File: src/rtl/alu_seq_pkg.sv
// rtl/alu_seq_pkg.sv - state encoding, key indices and paging helper for alu_seq_fpga
package alu_seq_pkg;

    typedef enum logic [2:0] {
        IDLE    = 3'd0,
        WAIT_B  = 3'd1,
        WAIT_OP = 3'd2,
        EXEC    = 3'd3,
        SHOW    = 3'd4
    } state_t;

    localparam int KEY_ENTER = 0;
    localparam int KEY_PAGE  = 1;
    localparam int KEY_CHAIN = 2;
    localparam int KEY_ABORT = 3;

    // Display pages needed to show a data_w-bit word, num_digits nibbles per page
    function automatic int num_pages(input int data_w, input int num_digits);
        return (data_w + 4 * num_digits - 1) / (4 * num_digits);
    endfunction

endpackage

File: src/rtl/cpu_types_pkg.sv
// rtl/cpu_types_pkg.sv - shared CPU datapath types: ALU opcode and machine word
package cpu_types_pkg;

    localparam int WORD_W = 32;

    typedef logic [WORD_W-1:0] word_t;

    typedef enum logic [3:0] {
        ALU_SLL  = 4'd0,
        ALU_SRL  = 4'd1,
        ALU_SRA  = 4'd2,
        ALU_ADD  = 4'd3,
        ALU_SUB  = 4'd4,
        ALU_AND  = 4'd5,
        ALU_OR   = 4'd6,
        ALU_XOR  = 4'd7,
        ALU_NOR  = 4'd8,
        ALU_SLT  = 4'd9,
        ALU_SLTU = 4'd10
    } aluop_t;

endpackage

File: src/rtl/key_press_detect.sv
// rtl/key_press_detect.sv - 2-flop synchroniser plus falling-edge press pulse per active-low key
module key_press_detect #(
    parameter int NUM_KEYS = 4
) (
    input  logic                CLK,
    input  logic                RST,
    input  logic [NUM_KEYS-1:0] key_n,
    output logic [NUM_KEYS-1:0] press
);

    logic [NUM_KEYS-1:0] sync1;
    logic [NUM_KEYS-1:0] sync2;
    logic [NUM_KEYS-1:0] prev;

    // Synchronise the raw buttons and keep one cycle of history; reset to "released"
    // so that coming out of reset never looks like a press.
    always_ff @(posedge CLK) begin
        if (RST) begin
            sync1 <= '1;
            sync2 <= '1;
            prev  <= '1;
        end else begin
            sync1 <= key_n;
            sync2 <= sync1;
            prev  <= sync2;
        end
    end

    // A press is the synchronised level going 1 -> 0; a held key gives one pulse only.
    assign press = prev & ~sync2;

endmodule

File: src/rtl/alu_seq_fpga.sv
// rtl/alu_seq_fpga.sv - key-driven operand/op capture around an external ALU with paged hex display (option: ALU_SEQ_STICKY_FLAGS_EN)
module alu_seq_fpga
    import alu_seq_pkg::*;
    import cpu_types_pkg::*;
#(
    parameter int DATA_W      = 32,
    parameter int NUM_DIGITS  = 5,
    parameter int EXEC_CYCLES = 1
) (
    input  logic                    CLK,
    input  logic                    RST,
    input  logic [3:0]              KEY,
    input  logic [17:0]             SW,
    output logic [DATA_W-1:0]       alu_port_a,
    output logic [DATA_W-1:0]       alu_port_b,
    output aluop_t                  alu_op,
    input  logic [DATA_W-1:0]       alu_result,
    input  logic                    alu_zero,
    input  logic                    alu_negative,
    input  logic                    alu_overflow,
    output logic [4*NUM_DIGITS-1:0] hex_digits,
    output logic [2:0]              flags,
    output logic [2:0]              state_dbg,
    output logic                    busy
);

    localparam int PW    = 4 * NUM_DIGITS;
    localparam int NP    = num_pages(DATA_W, NUM_DIGITS);
    localparam int PAD_W = NP * PW;
    localparam int PG_W  = (NP > 1) ? $clog2(NP) : 1;
    localparam int CNT_W = $clog2(EXEC_CYCLES + 1);

    state_t            state;
    logic [DATA_W-1:0] a_q;
    logic [DATA_W-1:0] b_q;
    aluop_t            op_q;
    logic [DATA_W-1:0] result_q;
    logic [2:0]        flags_q;
    logic [PG_W-1:0]   page_q;
    logic [CNT_W-1:0]  cnt_q;
    logic              busy_q;
    logic [17:0]       sw_q;
    logic [PW-1:0]     disp_hold;
    logic [PW-1:0]     disp;
    logic [PAD_W-1:0]  res_pad;
    logic [PAD_W-1:0]  sw_pad;
    logic [3:0]        press;
`ifdef ALU_SEQ_STICKY_FLAGS_EN
    logic              fresh_q;
`endif

    // Switch value widened to DATA_W; SW[17] chooses sign- over zero-extension of SW[16:0]
    function automatic logic [DATA_W-1:0] ext(input logic [17:0] s);
        return {{(DATA_W-17){s[17] & s[16]}}, s[16:0]};
    endfunction

    key_press_detect #(
        .NUM_KEYS (4)
    ) u_keys (
        .CLK   (CLK),
        .RST   (RST),
        .key_n (KEY),
        .press (press)
    );

    // Zero-padded copies so any page slice past DATA_W reads as zero nibbles
    always_comb begin
        res_pad                = '0;
        res_pad[DATA_W-1:0]    = result_q;
        sw_pad                 = '0;
        sw_pad[DATA_W-1:0]     = ext(sw_q);
    end

    // Display source per state; EXEC replays whatever was on screen when it started
    always_comb begin
        disp = disp_hold;
        case (state)
            IDLE, WAIT_B: disp = sw_pad[PW-1:0];
            WAIT_OP: begin
                disp      = '0;
                disp[3:0] = sw_q[3:0];
            end
            SHOW:    disp = res_pad[int'(page_q)*PW +: PW];
            default: disp = disp_hold;
        endcase
    end

    // Sequencer: operand/op entry, timed execution, result display, chaining and abort
    always_ff @(posedge CLK) begin
        if (RST) begin
            state     <= IDLE;
            a_q       <= '0;
            b_q       <= '0;
            op_q      <= ALU_SLL;
            result_q  <= '0;
            flags_q   <= '0;
            page_q    <= '0;
            cnt_q     <= '0;
            busy_q    <= 1'b0;
            sw_q      <= '0;
            disp_hold <= '0;
`ifdef ALU_SEQ_STICKY_FLAGS_EN
            fresh_q   <= 1'b0;
`endif
        end else begin
            sw_q <= SW;
            if (state != EXEC) begin
                disp_hold <= disp;
            end
            if (press[KEY_ABORT]) begin
                state    <= IDLE;
                a_q      <= '0;
                b_q      <= '0;
                op_q     <= ALU_SLL;
                result_q <= '0;
                flags_q  <= '0;
                page_q   <= '0;
                cnt_q    <= '0;
                busy_q   <= 1'b0;
            end else begin
                case (state)
                    IDLE: begin
                        if (press[KEY_ENTER]) begin
                            a_q   <= ext(sw_q);
                            state <= WAIT_B;
                        end
                    end
                    WAIT_B: begin
                        if (press[KEY_ENTER]) begin
                            b_q   <= ext(sw_q);
                            state <= WAIT_OP;
                        end
                    end
                    WAIT_OP: begin
                        if (press[KEY_ENTER]) begin
                            op_q   <= aluop_t'(sw_q[3:0]);
                            cnt_q  <= '0;
                            busy_q <= 1'b1;
                            state  <= EXEC;
`ifdef ALU_SEQ_STICKY_FLAGS_EN
                            fresh_q <= 1'b1;
`endif
                        end
                    end
                    EXEC: begin
                        cnt_q <= cnt_q + 1'b1;
                        if (cnt_q == CNT_W'(EXEC_CYCLES - 1)) begin
                            result_q <= alu_result;
`ifdef ALU_SEQ_STICKY_FLAGS_EN
                            flags_q  <= {alu_overflow | (~fresh_q & flags_q[2]),
                                         alu_negative, alu_zero};
`else
                            flags_q  <= {alu_overflow, alu_negative, alu_zero};
`endif
                            busy_q   <= 1'b0;
                            state    <= SHOW;
                        end
                    end
                    SHOW: begin
                        if (press[KEY_PAGE]) begin
                            page_q <= (page_q == PG_W'(NP - 1)) ? '0 : page_q + 1'b1;
                        end
                        if (press[KEY_CHAIN]) begin
                            a_q    <= result_q;
                            cnt_q  <= '0;
                            busy_q <= 1'b1;
                            state  <= EXEC;
`ifdef ALU_SEQ_STICKY_FLAGS_EN
                            fresh_q <= 1'b0;
`endif
                        end else if (press[KEY_ENTER]) begin
                            state <= IDLE;
                        end
                    end
                    default: state <= IDLE;
                endcase
            end
        end
    end

    assign alu_port_a = a_q;
    assign alu_port_b = b_q;
    assign alu_op     = op_q;
    assign hex_digits = disp;
    assign flags      = flags_q;
    assign state_dbg  = state;
    assign busy       = busy_q;

endmodule

File: config.mk
export PLATFORM = sky130hd
export DESIGN_NAME = alu_seq_fpga
export DESIGN_NICKNAME = d
export VERILOG_FILES = /design/src/rtl/alu_seq_pkg.sv /design/src/rtl/cpu_types_pkg.sv /design/src/rtl/key_press_detect.sv /design/src/rtl/alu_seq_fpga.sv
export SDC_FILE = /design/constraint.sdc
export NUM_CORES = 1
export LEC_CHECK = 0
export ABC_AREA = 0
export CORE_AREA = 2 2 130 119
export CTS_BUF_LIST = sky130_fd_sc_hd__clkbuf_2 sky130_fd_sc_hd__clkbuf_4 sky130_fd_sc_hd__clkbuf_8
export DETAILED_ROUTE_END_ITERATION = 10
export DIE_AREA = 0 0 132 121
export PLACE_DENSITY = 0.67
export SLEW_MARGIN = 20
export SYNTH_ARGS = -nofsm -noshare
export SYNTH_HDL_FRONTEND = slang
export SYNTH_SLANG_ARGS = --single-unit
File: constraint.sdc
create_clock -name CLK -period 1.95 [get_ports CLK]
set_input_delay 0.39 -clock CLK [delete_from_list [all_inputs] [get_ports CLK]]
set_output_delay 0.39 -clock CLK [all_outputs]
set_load 0.01 [all_outputs]
==> run_results.csv <==
group,metric,value,unit
clock_network,cts_tree,"yes",
worst_setup_path,crit_chain,"buf_6 > a21oi_4 > nor2_4 > buf_12 > a221o_1 > buf_2",
placed_design,place_ws,-256,ps
route,detail-route-antenna-nets,0,
synth,synth_top_area_frac,0.504,
power,p_switching,1.66,mW
clock_network,cts-root-buf,"clkbuf_8",
worst_setup_path,cp_max_fo,7,
clock_network,clk_pin_slew,90,ps
synth,synth_seq_cells,145,
die,die_y,121,µm
worst_setup_path,slowest_delay,360,ps
die,core_area,14600,µm²
synth,ys_top_cells_by_area,"dfxtp_1 50%, nand2_1 7.0%, mux2i_1 5.7%",
layout,drive_gt1_frac,0.290,
worst_setup_path,reg2reg_depth,10,
grt,grt_max_degree,96,
route,num_vias,5353,
worst_setup_path,cpMaxStageDelayCell,"dfxtp_4",
timing,setup_ws,-311,ps
run_status,status,"complete, but fails checks",
grt,antenna_found_initial,0,
power,p_seq_frac,0.474,
placed_design,gp_congestion,0.863,
route,drc,0,
min_path,min_path_type,"flip-flop to flip-flop",
clock_network,numCtsBuffers,17,
synth,syn_inst,647,
layout,final_cell_mix,"140 x dfxtp_1, 129 x clkdlybuf4s50_1, 108 x nand2_1",
run,drv_cap,0,
worst_setup_path,crit_required,1560,ps
power,powerDensity,719,nW/µm²
min_path,min_to,"u_keys.sync2[3]$_SDFF_PP1_",
die,io_pins,154,
clock_network,cts_buffer_depth,2,
layout,area_growth_syn_to_layout,58.4,%
timing,finalSetupViolCount,53,
power,pwr-share-clk,0.404,
worst_setup_path,cp.buffers_inverters,3,
route,wl_per_cell,18.1,µm
route,firstDrtPassIters,7,
timing,finalClockSkew,11.2,ps
worst_setup_path,reg2reg_to,"alu_port_a[12]$_SDFFE_PP0P_",
worst_setup_path,worstSetupStartpointType,"flip-flop",
clock_network,cts.sink_count,145,
min_path,min-delay-start,"u_keys.sync1[3]$_SDFF_PP1_",
power,switching_share,0.253,
timing,slew_headroom,0.671,
power,p_leak,3.33,nW
synth,avgSynthCellArea,8.89,µm²
die,fp.dieW,132,µm
grt,grt.total_usage,0.228,
layout,final_common_cell,"dfxtp_1",
grt,overflow,0,
run_status,violations,"negative setup slack",
worst_setup_path,rr_startpoint,"state_dbg[0]$_SDFFE_PP0P_",
synth,synth_top_area_cell,"dfxtp_1",
worst_setup_path,path_class,"flip-flop to output port",
timing,whs,405,ps
worst_setup_path,cp_top_family,"compound AO/OA/AOI/OAI gates",
placed_design,post-dp-hpwl,11.3,mm
clock_network,clk_latency,460,ps
power,irDropWorstVdd,0.000615,V
layout,fin_nets,880,
timing,layout_min_cycle_time,2260,ps
route,vias_per_cell,5.19,
synth,ys_types,32,
worst_setup_path,critical_path_arrival,1870,ps
worst_setup_path,worstSetupPathDepth,6,
die,initial_core_util,0.395,
clock_network,htreeDepth,4,
power,internal_power,4.90,mW
grt,grt_pass1_vias,5284,
layout,final_area,9120,µm²
timing,hold_violations,0,
route,wl,18.6,mm
timing,rsz0062_at_grt,"yes",
synth,synthesis.nets,706,
placed_design,place_area,7480,µm²
synth,yosys_warnings,0,
grt,grt_pass1_wl,28.2,mm
die,design.die.area,16000,µm²
placed_design,port_buffers,153,
synth,ys_seq_area_frac,0.504,
timing,setup_tns,-9640,ps
timing,worstMarginPinSlew,493,ps
power,comb_power_share,0.121,
synth,syn_area,5750,µm²
timing,fin_crit_sh,1.16,
layout,num_antenna_cells,0,
timing,fmax,0.442,GHz
timing,report.final.slew_viol_count,0,
die,core.rowCount,42,
route,drt_iter0_markers,281,
worst_setup_path,critPathCaptureType,"output port",
worst_setup_path,reg2reg_slack,-200,ps
min_path,hold_path_depth,1,
worst reg2reg max path, stage by stage, from the launching register on:
cell	delay, ps
dfxtp_4	350
or3b_4	470
clkbuf_16	180
buf_6	110
buf_6	120
o32ai_4	140
buf_12	160
buf_12	130
buf_12	130
nor2_2	40
a311oi_2	240
power by group through the flow:
stage / logic (mW) / registers, mW / clock network, mW
6_report: 0.796 / 3.11 / 2.65
5_1_grt: 0.847 / 3.12 / 2.82
4_1_cts: 0.733 / 3.10 / 2.68
3_5_place_dp: 0.610 / 3.17 / 0
3_3_place_gp: 0.601 / 3.17 / 0
2_1_floorplan: 0.279 / 3.17 / 0
per-stage QoR:
stage                     std cells  power [mW]   util
after floorplan                 647        3.45      -
after global placement          960        3.77  0.514
after detailed placement        960        3.78  0.514
after CTS                      1022        6.51  0.604
after global routing           1032        6.78  0.626
final                          1032        6.55  0.626
logic make-up (layout without fill, tap and decap cells):
group / count (synthesis) / count (layout) / synth area share
mux: 33 / 33 / 0.0574
compound gates: 125 / 125 / 0.163
buf+inv: 73 / 260 / 0.0639
flops: 145 / 145 / 0.504
xor+xnor: 2 / 2 / 0.00304
simple gates: 269 / 269 / 0.208
repair_timing:
action                                  CTS  global route
endpoints found under the hold margin     0             0
hold buffers                              0             0
pin swaps                                46            28
setup buffers                            22            10
gates cloned                             10             3
resized for setup                       214            67
endpoints found under the setup margin   53            73
layout make-up:
| class | instances | area [µm²] |
|---|---|---|
| Fill cell | 1186 | 5440 |
| Multi-Input combinational cell | 429 | 3070 |
| Sequential cell | 145 | 2920 |
| Timing Repair Buffer | 218 | 2410 |
| Tap cell | 198 | 248 |
| Clock buffer | 17 | 234 |
| Clock inverter | 15 | 204 |
| Inverter | 10 | 37.5 |
how the worst max path moves through the flow:
stage,start,end,slack (ps)
floorplan,state_dbg[1]$_SDFFE_PP0P_,hex_digits[4],30
global route,state_dbg[1]$_SDFFE_PP0P_,hex_digits[7],-400
detailed placement,state_dbg[1]$_SDFFE_PP0P_,hex_digits[0],-260
finish,state_dbg[1]$_SDFFE_PP0P_,hex_digits[7],-310
CTS,state_dbg[0]$_SDFFE_PP0P_,hex_digits[7],-310
global placement,state_dbg[2]$_SDFFE_PP0P_,hex_digits[11],-200
Yosys cell counts, drive strengths merged:
master,number
nor2b,37
mux2i,33
or2,16
clkbuf,32
nor3,6
o32ai,1
a221o,12
nand2,108
a311oi,17
buf,31
nor2,88
a211oi,15
nand4b,1
or3,1
nand3,2
dfxtp,145
a21o,1
nand3b,2
or3b,2
a21oi,61
o221a,7
nand2b,3
inv,10
nor3b,3
xnor2,2
o21ai,10
o21a,1
per-layer routing:
metal / vias up / wire, µm / global-route usage
li1: 2528 / - / -
met1: 2558 / 7720 / 0.274
met2: 228 / 8900 / 0.369
met3: 39 / 1430 / 0.0794
met4: 0 / 572 / 0.0985
met5: - / 0 / 0
flip-flops by register name, summed over array words and instances, names as in the netlist, 3 cells and up:
signal	flops
alu_op	4
flags	3
sw_q	18
state_dbg	3
alu_port_b	18
u_keys.prev	4
alu_port_a	32
disp_hold	20
u_keys.sync2	4
result_q	32
u_keys.sync1	4
(Power assumes the default switching activity.)
==> RTL change 1 (same settings) <==
The option `ALU_SEQ_STICKY_FLAGS_EN` is turned on by a define.
--- a/src/rtl/alu_seq_fpga.sv
+++ b/src/rtl/alu_seq_fpga.sv
@@ -1,2 +1,4 @@
 // rtl/alu_seq_fpga.sv - key-driven operand/op capture around an external ALU with paged hex display (option: ALU_SEQ_STICKY_FLAGS_EN)
+`define ALU_SEQ_STICKY_FLAGS_EN
+
 module alu_seq_fpga
Formal check against the unedited RTL: no difference found for any inputs over 4 cycles, from zero or initial values and one cycle with RST high; that may be too few to reach the edited logic, so the function may still have changed.
==> RTL change 1 against the unedited design <==
  * The run still ends with negative setup slack left
  * Hold slack got worse by 0.012 ns
  * Count of clock-buffer cells in the layout increased by 4
  * Power fell by 10%
  * Setup slack improved by 0.015 ns
  * Die area did not move
  * Combinational power fell by 26%
  * Sequential cell count is 1 higher
  * Synthesized area up 1.7%
  * Wire length increased by 5.4%
  * Design area down 1.4%
  * Largest cell class unchanged
  * Highest routed layer unchanged
==> RTL change 1: results (changes against the unedited design) <==
status - finished, violations left (unchanged)
failing checks - negative setup slack (unchanged)
Yosys cell types - 48 (was 32)
Finished Core Util - 0.618 (was 0.626)
Final nets - 895 (was 880)
global-route wire length before repair - 29,800 µm (was 28,200 µm)
pre-CTS setup slack - -0.382 ns (was -0.256 ns)
clock skew - 0.00774 ns (was 0.0112 ns)
min-delay worst type - in -> reg (was reg -> reg)
average vias per placed instance - 5.45 (was 5.19)
clock buffer count from CTS - 17 (unchanged)
I/O Buffers - 153 (unchanged)
maximum buffer depth of the clock tree - 2 (unchanged)
Global Route Usage Sum - 0.237 (was 0.228)
post-synthesis sequential area ratio - 0.499 (was 0.504)
H-tree depth - 4 (unchanged)
final setup vio count - 26 (was 53)
PnR worst setup slack - -0.296 ns (was -0.311 ns)
Post-CTS Setup Bufs - 22 (unchanged)
DP Wirelength - 12,800 µm (was 11,300 µm)
antenna fix cells - 0 (unchanged)
Critical Path AT - 1.86 ns
Iter 0 DRT Violations - 428 (was 281)
setup TNS - -5.29 ns (was -9.64 ns)
commonest cells in the synthesized netlist - dfxtp_1 (146), a21oi_1 (76), nand2_1 (75) (was dfxtp_1 (145), nand2_1 (108), nor2_1 (88), a21oi_1 (61), nor2b_1 (37))
routability cong. - 0.822 (was 0.863)
Static Leak - 0.00319 µW (was 0.00333 µW)
placed cell area - 7850 µm² (was 7480 µm²)
Clk pin slew, worst setup/hold paths - 0.08 ns
Post-Layout Cell Count - 1,047 (was 1,032)
Placed Cells incl. Taps - 979 (was 960)
Clock Latency Late Sink - 0.45 ns
TritonRoute pass-1 iters - 5 (was 7)
CP Max Fanout - 8 (was 7)
top cells by area, synth - dfxtp_1 (50%), a21oi_1 (6.5%), o221a_1 (5.8%) (was dfxtp_1 (50%), nand2_1 (7.0%), mux2i_1 (5.7%))
Mapped Nets - 696 (was 706)
vias in the first global route - 5,761 (was 5,284)
CTS resizes - 166 (was 214)
ys async rst share - 0 (unchanged)
syn_area_per_cell - 9.19 µm² (was 8.89 µm²)
Total Routed Length - 19,600 µm (was 18,600 µm)
initial antenna violation count - 0 (unchanged)
maximum VDD drop - 391 µV (was 615 µV)
fill count - 1,197 (was 1,186)
Slew headroom - 0.603 (was 0.671)
WHS - 0.393 ns (was 0.405 ns)
fraction of layout cells with a size suffix above 1 - 0.269 (was 0.290)
Yosys warning total - 0 (unchanged)
largest net degree at the start of global routing - 38 (was 96)
[RTL change 1: cells by family after synthesis]
family                   count (synthesis)  share of synthesized area
AO/OA/AOI/OAI                          200                      0.242
AND/OR/NAND/NOR                        196                      0.166
flip-flops                             146                      0.499
buffers and inverters                   83                     0.0716
multiplexers                            11                     0.0188
adder cells (fa/ha/maj)                  1                    0.00171
[RTL change 1: report_power, final]
| part | leakage (µW) | total (µW) | switching (µW) | internal, µW |
|---|---|---|---|---|
| Combinational | 0.00183 | 590 | 260 | 331 |
| Sequential | 0.00119 | 3120 | 65.8 | 3050 |
| Clock | 0.000173 | 2190 | 1170 | 1010 |
[RTL change 1: worst paths after layout]
check | startpoint | to | slack (ns) | cells after the start
worst max-delay path | state_dbg[0]$_SDFFE_PP0P_ | hex_digits[10] | -0.30 | 7
worst min-delay path | RST | state_dbg[1]$_SDFFE_PP0P_ | 0.39 | 3
worst max register to register | state_dbg[2]$_SDFFE_PP0P_ | disp_hold[6]$_SDFFE_PP0P_ | -0.04 | 9
worst min register to register | u_keys.sync1[3]$_SDFF_PP1_ | u_keys.sync2[3]$_SDFF_PP1_ | 0.41 | 1
[RTL change 1: final cells by class]
class,instances,share of cell area
multi-input combinational,408,0.329
sequential,146,0.327
timing repair buffer,252,0.270
clock buffer,21,0.0322
tap,198,0.0276
clock inverter,11,0.00863
inverter,11,0.00501
[RTL change 1: routing by layer]
metal,track usage,up-vias,part of all wire
met5,0,-,0
met4,0.0944,0,0.024
met3,0.0443,47,0.055
met2,0.407,203,0.49
met1,0.294,2783,0.43
li1,-,2677,-
[RTL change 1: critical path: stages, from the launching register on]
cell	delay (ns)
dfxtp_4	0.39
buf_6	0.13
nor3b_4	0.28
buf_6	0.16
buf_6	0.11
buf_12	0.12
a211oi_2	0.06
buf_2	0.16
==> RTL change 2 (config.mk and constraints unchanged) <==
Without the edit above. Reset style: asynchronous (`RST`), changed in 2 clocked blocks.
--- a/src/rtl/key_press_detect.sv
+++ b/src/rtl/key_press_detect.sv
@@ -16,3 +16,3 @@
     // so that coming out of reset never looks like a press.
-    always_ff @(posedge CLK) begin
+    always_ff @(posedge CLK or posedge RST) begin
         if (RST) begin
--- a/src/rtl/alu_seq_fpga.sv
+++ b/src/rtl/alu_seq_fpga.sv
@@ -88,3 +88,3 @@
     // Sequencer: operand/op entry, timed execution, result display, chaining and abort
-    always_ff @(posedge CLK) begin
+    always_ff @(posedge CLK or posedge RST) begin
         if (RST) begin
Check against the original RTL: differs if RST is asserted again (counterexample within 4 cycles, from zero or initial values and one cycle with RST high); with RST held inactive, the same outputs for 10 cycles.
==> RTL change 2 against the unedited design <==
  * The run still ends with negative setup slack left
  * Largest cell class is now registers
  * Non-clock buffer count up 15
  * Utilization fell by 0.18 points
  * Sequential cell count stayed put
  * Synthesized cell count decreased by 5.1%
  * Synthesized area is 9.7% higher
  * Wire length is 1.5% lower
  * Critical endpoint is now hex_digits[9]
  * Highest routed layer unchanged
  * Setup slack worse by 0.0011 ns
  * Design area shrank 0.29%
Power is not compared: it rests on default switching activity, and its combinational part moved more than twofold at a synthesized area within 25%.
==> RTL change 2: results (changes against the unedited design) <==
Synth Area in XOR/XNOR - 0.00139 (was 0.00304)
r2r startpoint - state_dbg[1]$_DFFE_PP0P_ (was state_dbg[0]$_SDFFE_PP0P_)
Crit path largest cell delay - 0.45 ns (was 0.36 ns)
routed wl met3 - 1000 µm (was 1430 µm)
Placed Cells incl. Taps - 954 (was 960)
final setup vio count - 20 (was 53)
Signal buffers - 233 (was 218)
Mapped Nets - 673 (was 706)
largest net degree at the start of global routing - 75 (was 96)
vias in the first global route - 5,470 (was 5,284)
Post-CTS Setup Bufs - 28 (was 22)
ClkCell Share - 0.0447 (was 0.0480)
PnR worst setup slack - -0.312 ns (was -0.311 ns)
Post-Layout Cell Count - 1,023 (was 1,032)
area leader, netlist - dfrtp_1 (was dfxtp_1)
final instance area - 9090 µm² (was 9120 µm²)
status - finished, violations left (unchanged)
multi-input gate share of the layout cell area - 0.278 (was 0.336)
failing checks - negative setup slack (unchanged)
met1 Use GR - 0.295 (was 0.274)
min-delay worst type - in -> reg (was reg -> reg)
fill count - 1,190 (was 1,186)
crit-path leading delay family - buffers and inverters (was compound AO/OA/AOI/OAI gates)
Iter 0 DRT Violations - 368 (was 281)
met3 Use GR - 0.0518 (was 0.0794)
pre-CTS setup slack - -0.479 ns (was -0.256 ns)
met2 usage - 0.392 (was 0.369)
RTL change 2: cell types whose count changed after synthesis, moves of 13 or more:
| cell | change |
|---|---|
| dfrtp_1 | +133 |
| nor2_1 | -41 |
| nor2b_1 | -32 |
| a311oi_2 | -13 |
| or2_2 | -15 |
| clkbuf_1 | -24 |
| nand2_1 | +34 |
| dfxtp_1 | -145 |
| a211oi_1 | +15 |
| o211a_1 | +14 |
RTL change 2: how the worst max path moves through the flow:
stage                             startpoint               endpoint  slack (ns)
floorplan                                RST  alu_op[0]$_DFFE_PP0P_       -0.25
global placement    state_dbg[0]$_DFFE_PP0P_          hex_digits[5]       -0.35
detailed placement  state_dbg[0]$_DFFE_PP0P_          hex_digits[5]       -0.48
CTS                 state_dbg[0]$_DFFE_PP0P_          hex_digits[2]       -0.31
global route        state_dbg[1]$_DFFE_PP0P_          hex_digits[6]       -0.38
finish              state_dbg[1]$_DFFE_PP0P_          hex_digits[9]       -0.31
